==> src/rtl/checkout_pkg.sv <==
// Shared types and constants for the checkout monitor: FSM state encoding
// and the synchroniser depth used by every board input.
package checkout_pkg;

    typedef enum logic {
        IDLE  = 1'b0,
        ALARM = 1'b1
    } state_t;

    localparam int SYNC_STAGES = 2;

endpackage

==> src/rtl/checkout_monitor_edge_sync.sv <==
// Multi-flop synchroniser for one asynchronous board key, plus a rising-edge
// detector so a held key yields a single one-cycle pulse.
module edge_sync
    import checkout_pkg::*;
(
    input  logic clk,
    input  logic reset,
    input  logic in_raw,
    output logic level,
    output logic rise
);

    logic [SYNC_STAGES-1:0] sync_reg;
    logic                   prev_reg;

    always_ff @(posedge clk or negedge reset) begin
        if (!reset) begin
            sync_reg <= '0;
            prev_reg <= 1'b0;
        end else begin
            sync_reg <= {sync_reg[SYNC_STAGES-2:0], in_raw};
            prev_reg <= sync_reg[SYNC_STAGES-1];
        end
    end

    assign level = sync_reg[SYNC_STAGES-1];
    assign rise  = sync_reg[SYNC_STAGES-1] & ~prev_reg;

endmodule

==> src/rtl/checkout_monitor.sv <==
// Checkout monitor: counts accepted scans, discounts and thefts, and runs a
// timed blinking theft alarm that the operator can acknowledge.
module checkout_monitor
    import checkout_pkg::*;
#(
    parameter int CNT_W      = 8,
    parameter int ALARM_LEN  = 250000000,
    parameter int BLINK_HALF = 12500000
) (
    input  logic             clk,
    input  logic             reset,
    input  logic             scan_raw,
    input  logic             ack_raw,
    input  logic             clear_raw,
    input  logic             d_in,
    input  logic             s_in,
    output logic [CNT_W-1:0] item_count,
    output logic [CNT_W-1:0] discount_count,
    output logic [CNT_W-1:0] stolen_count,
    output logic             accept,
    output logic             reject,
    output logic             alarm,
    output logic             blink
);

    localparam int AT_W = $clog2(ALARM_LEN + 1);
    localparam int BT_W = $clog2(BLINK_HALF + 1);
    localparam logic [CNT_W-1:0] CNT_MAX    = '1;
    localparam logic [AT_W-1:0]  ALARM_LOAD = AT_W'(ALARM_LEN - 1);
    localparam logic [BT_W-1:0]  BLINK_LOAD = BT_W'(BLINK_HALF - 1);

    // Key index: 0 = scan, 1 = ack, 2 = clear
    logic [2:0] key_raw;
    logic [2:0] key_rise;
    logic [2:0] unused_key_level;
    // Flag index: 0 = discount, 1 = stolen
    logic [1:0] flag_raw;
    logic [1:0] flag_level;

    assign key_raw  = {clear_raw, ack_raw, scan_raw};
    assign flag_raw = {s_in, d_in};

    generate
        for (genvar gi = 0; gi < 3; gi++) begin : g_key_sync
            edge_sync u_edge_sync (
                .clk    (clk),
                .reset  (reset),
                .in_raw (key_raw[gi]),
                .level  (unused_key_level[gi]),
                .rise   (key_rise[gi])
            );
        end

        // Same depth as the key path so d/s line up with the scan pulse.
        for (genvar gi = 0; gi < 2; gi++) begin : g_flag_sync
            logic [SYNC_STAGES-1:0] sync_reg;
            always_ff @(posedge clk or negedge reset) begin
                if (!reset) begin
                    sync_reg <= '0;
                end else begin
                    sync_reg <= {sync_reg[SYNC_STAGES-2:0], flag_raw[gi]};
                end
            end
            assign flag_level[gi] = sync_reg[SYNC_STAGES-1];
        end
    endgenerate

    logic scan_pulse, ack_pulse, clear_pulse, d_sync, s_sync;
    assign scan_pulse  = key_rise[0];
    assign ack_pulse   = key_rise[1];
    assign clear_pulse = key_rise[2];
    assign d_sync      = flag_level[0];
    assign s_sync      = flag_level[1];

    state_t           state_reg;
    logic [CNT_W-1:0] item_reg, discount_reg, stolen_reg;
    logic [AT_W-1:0]  alarm_timer_reg;
    logic [BT_W-1:0]  blink_timer_reg;
    logic             accept_reg, reject_reg, blink_reg;

    always_ff @(posedge clk or negedge reset) begin
        if (!reset) begin
            state_reg       <= IDLE;
            item_reg        <= '0;
            discount_reg    <= '0;
            stolen_reg      <= '0;
            alarm_timer_reg <= '0;
            blink_timer_reg <= '0;
            accept_reg      <= 1'b0;
            reject_reg      <= 1'b0;
            blink_reg       <= 1'b0;
        end else begin
            accept_reg <= 1'b0;
            reject_reg <= 1'b0;
            if (clear_pulse) begin
                state_reg       <= IDLE;
                item_reg        <= '0;
                discount_reg    <= '0;
                stolen_reg      <= '0;
                alarm_timer_reg <= '0;
                blink_timer_reg <= '0;
                blink_reg       <= 1'b0;
            end else if (state_reg == ALARM) begin
                if (ack_pulse) begin
                    state_reg       <= IDLE;
                    alarm_timer_reg <= '0;
                    blink_timer_reg <= '0;
                    blink_reg       <= 1'b0;
                end else begin
                    // A scan during the alarm is refused but the timers keep running.
                    if (scan_pulse) begin
                        reject_reg <= 1'b1;
                    end
                    if (alarm_timer_reg == '0) begin
                        state_reg       <= IDLE;
                        blink_timer_reg <= '0;
                        blink_reg       <= 1'b0;
                    end else begin
                        alarm_timer_reg <= alarm_timer_reg - 1'b1;
                        if (blink_timer_reg == '0) begin
                            blink_reg       <= ~blink_reg;
                            blink_timer_reg <= BLINK_LOAD;
                        end else begin
                            blink_timer_reg <= blink_timer_reg - 1'b1;
                        end
                    end
                end
            end else if (scan_pulse) begin
                accept_reg <= 1'b1;
                // Saturating counts keep discount_count <= item_count.
                if (item_reg != CNT_MAX) begin
                    item_reg <= item_reg + 1'b1;
                end
                if (d_sync && discount_reg != CNT_MAX) begin
                    discount_reg <= discount_reg + 1'b1;
                end
                if (s_sync) begin
                    if (stolen_reg != CNT_MAX) begin
                        stolen_reg <= stolen_reg + 1'b1;
                    end
                    state_reg       <= ALARM;
                    alarm_timer_reg <= ALARM_LOAD;
                    blink_timer_reg <= BLINK_LOAD;
                    blink_reg       <= 1'b1;
                end
            end
        end
    end

    assign item_count     = item_reg;
    assign discount_count = discount_reg;
    assign stolen_count   = stolen_reg;
    assign accept         = accept_reg;
    assign reject         = reject_reg;
    assign alarm          = (state_reg == ALARM);
    assign blink          = blink_reg;

endmodule

==> config.mk <==
export PLATFORM = sky130hd
export DESIGN_NAME = checkout_monitor
export DESIGN_NICKNAME = d
export VERILOG_FILES = /design/src/rtl/checkout_pkg.sv /design/src/rtl/checkout_monitor_edge_sync.sv /design/src/rtl/checkout_monitor.sv
export SDC_FILE = /design/constraint.sdc
export NUM_CORES = 1
export LEC_CHECK = 0
export CAP_MARGIN = 20
export CORE_MARGIN = 2
export CORE_UTILIZATION = 45
export CTS_CLUSTER_DIAMETER = 100
export DETAILED_ROUTE_END_ITERATION = 10
export GPL_TIMING_DRIVEN = 1
export PLACE_DENSITY = 0.63
export SLEW_MARGIN = 20
export SYNTH_ARGS = -nofsm -noshare
export SYNTH_HDL_FRONTEND = slang
export SYNTH_SLANG_ARGS = --single-unit
==> constraint.sdc <==
create_clock -name clk -period 3.5 [get_ports clk]
set_clock_uncertainty 0.15 [all_clocks]
set_input_delay 0.525 -clock clk [delete_from_list [all_inputs] [get_ports clk]]
set_output_delay 0.525 -clock clk [all_outputs]
set_load 0.05 [all_outputs]
# After elaboration in Yosys (flattened, before gate mapping)
# Index checks and enable logic that the tools add are counted.
totals:
  wordCells: 96
  ff_bits: 93
  in_bits: 7
  output_inout_bits: 28
classes:
  muxes: 45
  add_sub_neg: 5
  eq_ne: 6
  bitwise_logic: 7
  n_reduce_logical: 16
ops:
  columns: ["operator", "n"]
  rows:
  - ["$mux W24", 7]
  - ["$mux W28", 6]
  - ["$mux W8", 13]
  - ["$logic_not A28 Y1", 1]
  - ["$sub A28 B1 Y28 const B", 1]
  - ["$add A8 B1 Y8 const B", 3]
  - ["$logic_not A24 Y1", 1]
  - ["$ne A8 B8 Y1 const B", 3]
  - ["$sub A24 B1 Y24 const B", 1]
  - ["$mux W1", 19]
  - ["$reduce_and A3 Y1", 4]
  - ["$reduce_bool A2 Y1", 5]
  - ["$reduce_bool A3 Y1", 2]
  - ["$ne A5 B3 Y1 const B", 1]
  - ["$ne A4 B4 Y1 const B", 1]
  - ["$not A1 Y1", 4]
  - ["$reduce_and A4 Y1", 1]
  - ["$and A1 B1 Y1", 3]
  - ["$ne A2 B2 Y1 const B", 1]
  - ["$reduce_and A2 Y1", 1]
  - ["$logic_and A1 B1 Y1", 1]

# Depth between registers and ports, before layout
# Gate-level depths: netlist of the first run.
depth:
  depth_word: 6
  mapped_depth: 8
  ltp_nobuf: 8

# Cells and area by module
# A second synthesis of the first run with hierarchy kept.
hier_totals:
  cells_unflattened: 515
  area_unflattened_um2: 4962.3
modules_own_cells:
  columns: ["module", "area_each_um2", "instances", "cells_per_inst"]
  rows:
  - ["checkout_monitor", 4695.8, 1, 503]
  - ["edge_sync", 88.8, 3, 4]

# Worst setup path after synthesis of the first run
# Ideal clock, no wire load.
synth_timing:
  kind: "flip-flop to flip-flop"
  start: "register blink_timer_reg[10]"
  end: "register blink_timer_reg[17]"
  slack_ps: 895
  path_buffers: 2
  setup_time_ps: 137
  path_stages_with_launch: 8
  arrival_time_ps: 2318
  cell_sequence: "dfrtp_1 > or4_1 > buf_2 > or4_4 > buf_6 > or3_1 > o221ai_1 > o311ai_1"
synth_between:
  elab_chain_cells: 6
synth_lines:
  columns: ["element", "line", "text"]
  rows:
  - ["start: declaration", "checkout_monitor.sv:78", "logic [BT_W-1:0] blink_timer_reg;"]
  - ["start signal: assignment", "checkout_monitor.sv:124", "blink_timer_reg <= blink_timer_reg - 1'b1;"]
  - ["$sub A24 B1 Y24 or $logic_not A24 Y1 (tied branches)", "checkout_monitor.sv:124, checkout_monitor.sv:120", null]
  - ["$mux W24 (*)", "checkout_monitor.sv:120", "if (blink_timer_reg == '0) begin"]
  - ["$mux W24 (*)", "checkout_monitor.sv:114", "if (alarm_timer_reg == '0) begin"]
  - ["$mux W24 (*)", "checkout_monitor.sv:104", "if (ack_pulse) begin"]
  - ["$mux W24 (*)", "checkout_monitor.sv:103", "end else if (state_reg == ALARM) begin"]
  - ["$mux W24 (*)", "checkout_monitor.sv:95", "if (clear_pulse) begin"]
# Mark *: on every way between the ends. The rest lies on a longest branch, timed or not.
# A chain may end at the register's enable or synchronous reset.

# Worst setup path after layout of the first run
layout_timing:
  start: "register alarm_timer_reg[10]"
  end: "register blink_reg, in the netlist blink"
layout_between:
  elab_chain_cells: 5
layout_lines:
  columns: ["element", "line", "text"]
  rows:
  - ["start: declaration", "checkout_monitor.sv:77", "logic [AT_W-1:0] alarm_timer_reg;"]
  - ["start signal: assignment", "checkout_monitor.sv:119", "alarm_timer_reg <= alarm_timer_reg - 1'b1;"]
  - ["$logic_not A28 Y1 (*)", "checkout_monitor.sv:114", null]
  - ["$mux W1", "checkout_monitor.sv:114", null]
  - ["$mux W1", "checkout_monitor.sv:104", null]
  - ["$mux W1", "checkout_monitor.sv:103", null]
  - ["$mux W1", "checkout_monitor.sv:95", null]
  - ["end signal: assignment", "checkout_monitor.sv:121", "blink_reg <= ~blink_reg;"]
  - ["end: declaration", "checkout_monitor.sv:79", "logic accept_reg, reject_reg, blink_reg;"]
# Marks and branches as above.

==> results.txt, run 1 <==
The flow ran to the end, and the final reports show no timing, DRC or antenna violations. The placed wire-length estimate is around 8.5 mm. In this run the number of H-tree levels came out at 3. The number of gates resized after CTS came out at 0. The worst endpoint required time came out at ~3.6 ns. The total detailed-routing wirelength came out at approximately 13 mm.

The post-route cell area is between 5000 and 6000 µm². The number of warnings reported in the yosys synthesis log came out at 0. The overall power consumption came out at 3.200 mW. The cell area after synthesis came out at ~5000 µm². TritonCTS built the clock tree. Hold is met by roughly 0.025 ns.

The critical path data arrival time is 3.11 ns. The switching component of the power came out at between 1 and 1.5 mW. The per-instance average area after synthesis is about 9.3 µm². The total internal power is roughly 2 mW. The first global-routing pass estimated 21.45 mm of wire.

The initial antenna violation count is 0. After technology mapping, the gate count stands at around 540. The core area is approximately 11000 µm². The combinational cell fraction of total power came out at between 30 and 40%.

Entering global routing, the biggest net connects 54 pins. The number of nets handed over by synthesis was roughly 560. The die span in y came out at between 100 and 150 µm.

The post-CTS setup-driven buffer insertion count is 0. For this run, asynchronously set or reset flops after synthesis account for 100.0%. The vias per cell came out at about 6.2.

The die extent in x came out at approximately 110 µm. The leakage power came out at 2.369 nW. The power share of the sequential group is between 40% and 50%. The detail-routed net length per standard cell is between 15 and 20 µm. The setup path with the least slack is of type reg2reg. Yosys mapped the design onto 57 distinct sky130hd cell types.

The number of clock buffers inserted by TritonCTS is 9. The clock reaches the later pin of the worst-skew pair after between 0.3 and 0.4 ns. Max-cap violations in this run came to 0. The number of pins exceeding their max-slew limit in the final report came out at 0. The starting density of the core is 46.28%. The largest buffer count on any clock path is 2. The flop and latch count out of synthesis is between 90 and 100. The fraction of power consumed by the clock network is roughly a quarter. At the pin with the least slew margin, the transition time is ~0.74 ns. The placed instance area came out at roughly 5500 µm². STA classifies the critical path startpoint as a register. Of all nets on the critical path, the largest fanout is 14. In this run the clock root is driven by a clkbuf_8.

The setup violation total in the final timing report is 0. The count of standard-cell rows is 38. The worst voltage drop across the vdd grid came out at 248.5 µV. The residual DRC count is 0.

After synthesis, flip-flops and latches occupy ~46% of the total area. The worst slew margin relative to its limit is 50.34%. The aggregate global routing overflow came out at 0. 35 I/O pins were placed. The total via count after detailed routing came out at 4423.

Net switching is between 30% and 40% of the power. The minimum period implied by the final worst setup slack is roughly 3.0 ns. The kind of end point of the critical path is a register.

In the final layout, the share of cells above drive strength 1 is under 10%. The register with the most flip-flops in the layout has 28 of them. In the synthesized netlist the dominant register cell turns out to be dfrtp_1. The number of nets with antenna violations after routing came out at 0. 0 antenna diodes ended up in the layout. The clock input transition at the sequential cells of the worst setup and hold paths is around 0.11 ns. After routing, the total negative slack on setup checks comes to 0 ns. The clock net sink count is between 90 and 100. Across all register-to-register paths, the minimum setup slack is slightly above 0.5 ns. Routability-driven placement finished with a final weighted congestion of around 0.9. For this design, the CTS-stage hold fixing added 0 buffers. The number of filler cells placed in the layout came out at about 1000.

The net total in the final layout came out at just under 600. The total routing resource utilization after global routing came out at 22.87%. The number of global-route vias before repair is 4103. The final hold violation count came out at 0. Setup repair after global routing left no endpoint under its margin. The number of iterations in the first detailed-routing pass is 6. Dividing the final minimum period by the clock period gives about 85%.

The post-synthesis to final-layout area growth came out at 14.02%. The maximum clock frequency came out at 335.2 MHz. The power density over the cells came out at 559.4 nW/µm². For this block, the initial DRC count from the detailed router was approximately 450. In this run the tool buffered the top-level ports with 34 buffer cells. The number of synthesized flops with an enable pin is 0.

The type of the worst min-delay path is in2async. The die outline area came out at around 12000 µm².
-- cells by family after synthesis --
group,after synthesis,synth area share (%)
simple gates,229,24.31
compound gates,144,19.48
flops,93,46.38
buf+inv,45,3.790
xor+xnor,20,3.491
fa+ha+maj,7,1.746
mux,4,0.7980
-- cell usage in the layout (no fill, tap or decap), types with 4 or more instances in the layout --
cell,synthesis,layout
a41oi_1,5,5
buf_4,2,14
o31ai_1,8,8
ha_1,7,7
mux2i_1,4,4
a22o_1,10,10
dfrtp_1,93,93
nor3b_1,8,8
nand4_1,12,12
and3_1,8,8
clkdlybuf4s50_1,0,33
o311ai_0,5,5
xnor2_1,7,7
or3_1,15,15
xor2_1,13,13
nor2b_1,5,4
nor2_1,49,49
or4_1,12,12
a21oi_1,14,14
nor4_1,8,8
inv_1,13,13
o21a_1,9,9
nand2b_1,8,8
nand3_1,16,16
or2_2,5,5
o21ai_0,35,35
clkbuf_8,0,9
o22ai_1,14,14
a31oi_1,10,10
nor3_1,32,31
o211ai_1,9,9
nand2_1,39,39
-- final timing paths --
check | startpoint | endpoint | depth (start not counted)
setup / recovery | alarm_timer_reg[10]$_DFFE_PN0P_ | blink$_DFFE_PN0P_ | 8
hold / removal | reset | alarm_timer_reg[17]$_DFFE_PN0P_ | 1
setup reg to reg | alarm_timer_reg[10]$_DFFE_PN0P_ | blink$_DFFE_PN0P_ | 8
hold reg to reg | g_flag_sync[0].sync_reg[0]$_DFF_PN0_ | g_flag_sync[0].sync_reg[1]$_DFF_PN0_ | 0
max in group asynchronous | reset | discount_count[3]$_DFFE_PN0P_ | 2
min in group clk | g_flag_sync[0].sync_reg[0]$_DFF_PN0_ | g_flag_sync[0].sync_reg[1]$_DFF_PN0_ | 0
-- cell usage after synthesis, drive strengths merged (12+ instances only) --
| master | count | area, µm² |
|---|---|---|
| o21ai | 38 | 197.7 |
| nor3 | 33 | 170.2 |
| xor2 | 13 | 113.9 |
| o22ai | 14 | 87.58 |
| nand3 | 16 | 80.08 |
| nand2 | 39 | 146.4 |
| or3 | 15 | 93.84 |
| or4 | 13 | 101.4 |
| inv | 13 | 48.80 |
| clkbuf | 23 | 86.33 |
| dfrtp | 93 | 2327 |
| nor2 | 49 | 183.9 |
| nand4 | 12 | 75.07 |
| a21oi | 14 | 70.07 |
-- routing by layer --
layer	track usage [%]	wire [µm]	vias to the layer above
li1	-	-	2086
met1	34.35	6001	2136
met2	33.20	5651	180
met3	3.675	816	21
met4	8.318	217	0
met5	0	0	-
-- critical path, stage by stage (launching register included) --
cell     delay [ns]
dfrtp_1        0.46
or4_1          0.68
nor4_2         0.59
a21oi_1        0.18
buf_4          0.23
nor2_1         0.10
buf_4          0.19
inv_1          0.07
a32o_1         0.21
-- per-stage QoR --
stage               setup WS [ns]  instances  util, %
CTS                        0.5574        714    52.77
finish                     0.5167        714    52.77
global route               0.3665        714    52.77
global placement           0.5792        698    50.87
floorplan                  0.8953        542        -
detailed placement         0.5906        698    50.87
-- power by group through the flow --
| stage | Combinational [mW] | Sequential (mW) | Clock (mW) |
|---|---|---|---|
| after floorplan | 0.671 | 1.47 | 0 |
| after global placement | 0.963 | 1.45 | 0 |
| after detailed placement | 0.975 | 1.46 | 0 |
| after CTS | 0.979 | 1.44 | 0.782 |
| after global routing | 1.09 | 1.48 | 0.821 |
| final | 0.986 | 1.45 | 0.768 |
-- layout make-up --
class | count | area, µm² | share of cell area (%)
clock buffers | 9 | 123.9 | 2.165
clock inverters | 7 | 82.58 | 1.444
inverters | 13 | 48.80 | 0.8530
multi-input cells | 404 | 2507 | 43.83
flip-flops and latches | 93 | 2327 | 40.68
well taps | 140 | 175.2 | 3.062
repair buffers | 48 | 455.4 | 7.962
No activity file was read; power rests on OpenSTA's default activity.
==> run 2, diff against run 1 <==
--- a/config.mk
+++ b/config.mk
@@ -5,13 +5,14 @@
 export SDC_FILE = /design/constraint.sdc
 export NUM_CORES = 1
 export LEC_CHECK = 0
+export ABC_AREA = 1
 export CAP_MARGIN = 20
-export CORE_MARGIN = 2
+export CORE_MARGIN = 10
 export CORE_UTILIZATION = 45
 export CTS_CLUSTER_DIAMETER = 100
 export DETAILED_ROUTE_END_ITERATION = 10
 export GPL_TIMING_DRIVEN = 1
-export PLACE_DENSITY = 0.63
+export PLACE_DENSITY = 0.62
 export SLEW_MARGIN = 20
 export SYNTH_ARGS = -nofsm -noshare
 export SYNTH_HDL_FRONTEND = slang
==> results.txt, run 2 <==
The flow ran to the end, and the final reports show no timing, DRC or antenna violations. The critical path data arrival time is 2.56 ns (-0.55 ns). The power density over the cells came out at 586.8 nW/µm² (+4.9%).

The instance count of the mapped netlist is 803 (+48%). The switching component of the power is 1.482 mW (+19%). The maximum clock frequency came out at 411.9 MHz (+23%). The worst slew margin relative to its limit is 48.15% (-2.2 points). The combinational cell fraction of total power is 33.3% (+2.5 points). The global-route wire length before repair is 23.16 mm (+8.0%).

The per-instance average area after synthesis is 6.957 µm² (-25%). Compared with the post-synthesis result, the final layout area differs by 14.92%. The fraction of power consumed by the clock network came out at 28.9% (+4.9 points). The total detailed-routing wirelength was 13.93 mm (+9.8%). The number of pins exceeding their max-slew limit in the final report is 0 (unchanged). The number of synthesized flops with an enable pin is 0 (unchanged). The core occupancy in the finished layout is 53.23% (+0.46 points). The worst hold path belongs to the class in2async.

The placed wire-length estimate came out at 10.24 mm (+21%). The number of nets with antenna violations after routing came out at 0 (unchanged). The share of layout cells above drive strength 1 came out at 7.601% (-0.41 points). The number of iterations in the first detailed-routing pass came to 5 (-1).

The largest buffer count on any clock path is 2 (unchanged). The maximum number of pins on one net before global-route repair was 56 (+3.7%). The net count after synthesis came out at 817 (+47%). The cell area after synthesis came out at 5587 µm² (+11%). The share of flip-flops with an asynchronous set or reset was 100.0% (unchanged).

The initial antenna violation count came out at 0 (unchanged). The number of DRC markers in iteration 0 is 453 (+1.8%). The number of inserted diodes is 0 (unchanged). The number of global-route vias before repair is 4708 (+15%). The core area is 12060 µm² (+11%). The insertion delay of the later-clocked pin in the worst-skew pair came out at 0.35 ns (-0.03 ns). After synthesis, the cell types taking the most area are dfrtp_1 42%, nand2_1 17%, nor2_1 8.7%, nand3_1 6.9%, inv_1 4.7%.

Setup repair after global routing left no endpoint under its margin. The clock net sink count came out at 93 (unchanged). The total internal power was 2.285 mW (+17%). The number of gates resized after CTS is 0 (unchanged). The post-CTS setup-driven buffer insertion count came out at 0 (unchanged). The clock input transition at the sequential cells of the worst setup and hold paths came out at 0.07 ns (-0.04 ns).

The final hold slack is 0.001464 ns (-0.02340 ns). The maximum level of the CTS H-tree is 3 (unchanged). The vias per cell is 5.217 (-16%).

The die extent in x is 131.4 µm (+20%). The flip-flop count of the largest register after layout is 28 (unchanged). The share of the synthesized area in the top cell type is 41.66% (-4.7 points). The starting density of the core is 46.32% (about the same). The share of the yosys chip area belonging to registers is 41.66% (-4.7 points). The kind of end point of the critical path is a register.

The clock tree from TritonCTS is done. The tree is rooted in a clkbuf_16. The worst endpoint required time is 3.63 ns (about the same). The final sum of negative setup slack came out at 0 ns (unchanged). The residual DRC count came to 0 (unchanged). The switching share of power is 39.34% (+0.41 points).

The setup violation total in the final timing report is 0 (unchanged). The maximum fanout along the worst path came out at 25 (+11). The number of cells on the worst reg-to-reg path is 7 (-1).

The detail-routed net length per standard cell is 13.80 µm (-22%). The distinct cell type count of the synthesized netlist came out at 37 (-35%). The final weighted congestion of routability-driven global placement was 0.9370 (+4.2%).

The number of max-capacitance violations reported came out at 0 (unchanged). The leakage power is 3.082 nW (+30%). The flop and latch count out of synthesis is 93 (unchanged). For this run, the leading register cell type out of synthesis is dfrtp_1. The worst setup path is of the reg2reg kind. The total routing resource utilization after global routing is 15.84% (-7.0 points). The transition time of the tightest slew-check pin is 0.7769 ns (+0.03881 ns). The number of clock buffers inserted by TritonCTS came out at 9 (unchanged).

The aggregate global routing overflow was 0 (unchanged). Leaving out fill and tap cells, the most frequent cells in the layout are 258 x nand2_1, 130 x nor2_1, 93 x dfrtp_1, 77 x nand3_1, 70 x inv_1. The count of input and output buffers is 34 (unchanged). The count of pins on the block boundary is 35 (unchanged).

The worst voltage drop across the vdd grid came to 427.2 µV (+72%). STA classifies the critical path startpoint as a register. The die outline area is 17270 µm² (+44%).

The minimum period implied by the final worst setup slack is 2.428 ns (-0.5555 ns). The number of warnings reported in the yosys synthesis log is 0 (unchanged). The total via count after detailed routing came to 5269 (+19%). The die span in y came out at 131.4 µm (+20%). The synthesized design spends more area on one cell type than any other, namely dfrtp_1. The most common cell after layout, fill and taps aside is nand2_1. The final worst-path cycle share was 69.36% (-16 points). The count of standard-cell rows came out at 40 (+5.3%).

The final hold violation count is 0 (unchanged). The power share of the sequential group came out at 37.9% (-7.3 points). In the post-synthesis netlist, the cell with the most instances is nand2_1. The number of filler cells placed in the layout is 1158 (+14%). Sorting the synthesized cells by how often they occur yields 258 x nand2_1, 130 x nor2_1, 93 x dfrtp_1. The net total in the final layout is 851 (+46%). The number of hold-repair buffers added at the cts stage is 0 (unchanged).
[run 2: power groups by stage]
stage	registers [mW]	clock network [mW]	logic (mW)
5_1_grt	1.45	1.15	1.41
4_1_cts	1.42	1.10	1.25
6_report	1.43	1.09	1.25
2_1_floorplan	1.52	0	0.821
3_3_place_gp	1.44	0	1.23
3_5_place_dp	1.44	0	1.25
[run 2: cell families (layout without fill, tap and decap cells)]
logic type	after synthesis	in the layout	share of synthesized area [%]
flip-flops	93	93	41.66
AND/OR/NAND/NOR	513	513	39.19
adder cells (fa/ha/maj)	7	7	1.568
buffers and inverters	98	137	7.279
XOR/XNOR	16	16	2.508
AO/OA/AOI/OAI	76	76	7.794
[run 2: worst paths after layout]
check | slack [ns] | start | end
max in group asynchronous | 2.54 | reset | blink_timer_reg[5]$_DFFE_PN0P_
worst max register to register | 1.07 | g_key_sync[2].u_edge_sync.prev_reg$_DFF_PN0_ | item_count[5]$_DFFE_PN0P_
min in group clk | 0.20 | g_key_sync[1].u_edge_sync.sync_reg[0]$_DFF_PN0_ | g_key_sync[1].u_edge_sync.sync_reg[1]$_DFF_PN0_
worst max-delay path | 1.07 | g_key_sync[2].u_edge_sync.prev_reg$_DFF_PN0_ | item_count[5]$_DFFE_PN0P_
worst min-delay path | 0.001 | reset | alarm_timer_reg[15]$_DFFE_PN0P_
worst min register to register | 0.20 | g_key_sync[1].u_edge_sync.sync_reg[0]$_DFF_PN0_ | g_key_sync[1].u_edge_sync.sync_reg[1]$_DFF_PN0_
[run 2: per-stage QoR]
step,instance area (µm²),power [mW],cells,worst slack [ns]
finish,6420,3.767,1010,1.072
floorplan,5587,2.338,803,1.458
global placement,6087,2.666,994,1.074
detailed placement,6087,2.687,994,0.9921
CTS,6420,3.780,1010,0.9777
global route,6420,4.009,1010,0.6998
[run 2: cell type report]
cell class | count | area (µm²) | share of cell area [%]
multi-input cells | 612 | 2853 | 44.44
flip-flops and latches | 93 | 2327 | 36.25
repair buffers | 38 | 380.4 | 5.925
inverters | 83 | 316.6 | 4.931
clock buffers | 10 | 239.0 | 3.722
well taps | 168 | 210.2 | 3.274
clock inverters | 6 | 93.84 | 1.462
[run 2: per-layer routing]
metal	global-route usage (%)	part of all wire, %	wire length, µm
met1	20.87	45	6304
met2	25.28	47	6552
met3	2.934	6.1	849
met4	5.933	1.6	226
met5	0	0	0
[run 2: critical path: stages, from the launching register on]
cell and delay, ns:
dfrtp_1 0.38, nor2_2 0.48, inv_1 0.54, nand2_2 0.28
nand2_1 0.16, o21ai_0 0.18, nand2_1 0.06, nor2_1 0.12
==> run 3, diff against run 2 <==
--- a/config.mk
+++ b/config.mk
@@ -12,7 +12,7 @@
 export CTS_CLUSTER_DIAMETER = 100
 export DETAILED_ROUTE_END_ITERATION = 10
 export GPL_TIMING_DRIVEN = 1
-export PLACE_DENSITY = 0.62
+export PLACE_DENSITY = 0.65
 export SLEW_MARGIN = 20
 export SYNTH_ARGS = -nofsm -noshare
 export SYNTH_HDL_FRONTEND = slang
==> constraint.sdc (replaced) <==
create_clock -name clk -period 2.1 [get_ports clk]
set_clock_uncertainty 0.15 [all_clocks]
set_input_delay 0.315 -clock clk [delete_from_list [all_inputs] [get_ports clk]]
set_output_delay 0.315 -clock clk [all_outputs]
set_load 0.05 [all_outputs]
==> results.txt, run 3 (same netlist as run 2, synthesis figures left out) <==
The flow ran to the end, and the final reports show no timing, DRC or antenna violations. The global-route wire length before repair is 24.41 mm (+5.4%). The maximum clock frequency came out at 488.3 MHz. The number of max-capacitance violations reported is 0 (unchanged).

The count of input and output buffers is 34 (unchanged). The number of pins exceeding their max-slew limit in the final report is 0 (unchanged). The number of clock buffers inserted by TritonCTS came out at 9 (unchanged). The number of global-route vias before repair came out at 5019 (+6.6%). The endpoint identified for the worst register-to-register timing path is alarm_timer_reg[1]$_DFFE_PN0P_. The number of inserted diodes is 0 (unchanged). The largest buffer count on any clock path came to 2 (unchanged). The count of standard-cell rows is 40 (unchanged).

The leakage power is 3.275 nW (+6.3%). The clock input transition at the sequential cells of the worst setup and hold paths came out at 0.07 ns (about the same). The final worst-path cycle share came out at a little over nine tenths. The clock net sink count came out at 93 (unchanged). The maximum fanout along the worst path came to 4 (-84%). The worst reg-to-reg setup slack came to 0.10 ns (-0.97 ns). The worst hold path startpoint is g_flag_sync[1].sync_reg[0]$_DFF_PN0_. The placed wire-length estimate is 10.72 mm (+4.7%). The minimum period implied by the final worst setup slack came out at roughly 2 ns. The insertion delay of the later-clocked pin in the worst-skew pair is 0.35 ns (about the same). Among cell families on the critical path, the largest total delay comes from buffers and inverters. The number of stages on the worst setup path came to 1 (-6). The element type at the critical path start is a register. The total buffers and inverters traversed by the critical path is 1 (unchanged).

The library cell used most frequently in the layout, excluding fill and tap cells, is nand2_1. The power density over the cells came to 949.5 nW/µm² (+62%). The worst voltage drop across the vdd grid came out at 503.3 µV (+18%). The cell at the root of the clock tree is clkbuf_16. The net total in the final layout came out at 863 (+1.4%). The share of layout cells above drive strength 1 is 9.965% (+2.4 points). Leaving out fill and tap cells, the most frequent cells in the layout are 257 x nand2_1, 125 x nor2_1, 93 x dfrtp_1, 77 x nand3_1, 69 x inv_1. The number of DRC markers in iteration 0 came out at 488 (+7.7%). The total routing resource utilization after global routing was 16.74% (+0.90 points). The number of nets with antenna violations after routing came to 0 (unchanged). The flip-flop count of the largest register after layout was 28 (unchanged). The total via count after detailed routing came out at 5226 (-0.82%). The most critical setup path has its startpoint at discount_count[0]$_DFFE_PN0P_. The number of iterations in the first detailed-routing pass is 7 (+2). The critical path ends at discount_count[0]. The clock tree from TritonCTS is done. The starting density of the core is 46.32% (unchanged). The transition time of the tightest slew-check pin was 0.5232 ns (-0.2537 ns). The multi-input combinational cell area came out at 2875 µm² (+0.79%). The aggregate global routing overflow came out at 0 (unchanged).

The final weighted congestion of routability-driven global placement is 0.9936 (+6.0%). The cell count after placement is 1005 (+1.1%). The maximum number of pins on one net before global-route repair is 47 (-16%). The residual DRC count is 0 (unchanged). The initial antenna violation count is 0 (unchanged).

The detail-routed net length per standard cell was 14.13 µm (+2.4%). The maximum level of the CTS H-tree is 3 (unchanged). The worst endpoint required time is 1.63 ns (-2.00 ns). The tightest min-delay check is of the reg2reg type.

The setup violation total in the final timing report is 0 (unchanged). The stage delay of the slowest cell on the critical path came to 0.83 ns (+0.29 ns). The worst slew margin relative to its limit came out at 65.06% (+17 points). The number of filler cells placed in the layout was 1190 (+2.8%). The worst setup path is of the reg2out kind. The post-synthesis to final-layout area growth came out at 16.53%. The post-layout instance count excluding filler cells came out at 1021 (+1.1%). The core area came to 12060 µm² (unchanged). The critical path goes through clkdlybuf4s50_1. The core occupancy in the finished layout is 53.97% (+0.75 points). The worst setup path is captured at an output pin. The post-CTS setup-driven buffer insertion count came out at 0 (unchanged). The die span in y is 131.4 µm (unchanged). The startpoint identified for the worst register-to-register timing path is alarm_timer_reg[1]$_DFFE_PN0P_. The number of cells on the worst reg-to-reg path is 11 (+4). The final hold violation count is 0 (unchanged).

The vias per cell was 5.119 (-1.9%). The critical-path cell with the highest stage delay is clkdlybuf4s50_1. Setup repair after global routing could not meet its margin everywhere. The area of all sequential standard cells is 2327 µm² (unchanged). The critical path data arrival time is 1.58 ns (-0.98 ns). The final sum of negative setup slack is 0 ns (unchanged).

The die outline area came out at 17270 µm² (unchanged). The total detailed-routing wirelength is 14.43 mm (+3.6%). The count of pins on the block boundary came out at 35 (unchanged). The die extent in x came out at 131.4 µm (unchanged).
-- run 3: changes by cell type in the layout (fill, tap and decap cells not counted), sizes merged, moves of 3 or more --
cell	delta
buf	+15
clkdlybuf4s50	-15
dlymetal6s2s	+8
dlygate4sd2	+3
-- run 3: cell type report --
cell class	count	area share [%]
Multi-Input combinational cell	612	44.17
Inverter	83	4.863
Sequential cell	93	35.75
Timing Repair Buffer	50	7.553
Clock buffer	10	3.517
Clock inverter	5	0.9225
Tap cell	168	3.229
-- run 3: metrics by stage --
step	total power [mW]	area, µm²	worst slack (ns)	hold WS (ns)
final	6.181	6510	0.05215	0.1984
after global routing	6.616	6510	-0.02750	0.2147
after CTS	6.194	6467	0.0008992	0.2007
after detailed placement	4.519	6172	0.03952	0.1253
after global placement	4.476	6172	0.09050	0.1194
after floorplan	3.896	5587	0.05799	-0.1306
-- run 3: how the worst min path moves through the flow --
stage	end	slack (ns)	cells after the start
floorplan	accept$_DFF_PN0_	-0.13	0
global placement	alarm_timer_reg[14]$_DFFE_PN0P_	0.12	1
detailed placement	alarm_timer_reg[17]$_DFFE_PN0P_	0.13	1
CTS	g_flag_sync[1].sync_reg[1]$_DFF_PN0_	0.20	0
global route	g_key_sync[0].u_edge_sync.sync_reg[1]$_DFF_PN0_	0.21	0
finish	g_flag_sync[1].sync_reg[1]$_DFF_PN0_	0.20	0
-- run 3: per-layer routing --
metal | part of all wire (%) | GRT usage, %
met1 | 46 | 20.75
met2 | 48 | 27.66
met3 | 4.7 | 3.925
met4 | 1.8 | 6.304
met5 | 0 | 0
-- run 3: repair_timing --
action	4_1_cts	5_1_grt
hold endpoints to repair	25	0
endpoints found under the setup margin	3	44
hold buffers	1	0
pin swaps	0	1
gates resized for setup	3	18
-- run 3: power by group --
part	internal [mW]	switching, mW	leakage, nW
logic	0.699	1.46	1.93
clock network	0.924	0.729	0.139
registers	2.05	0.317	1.20
total	3.68	2.50	3.27
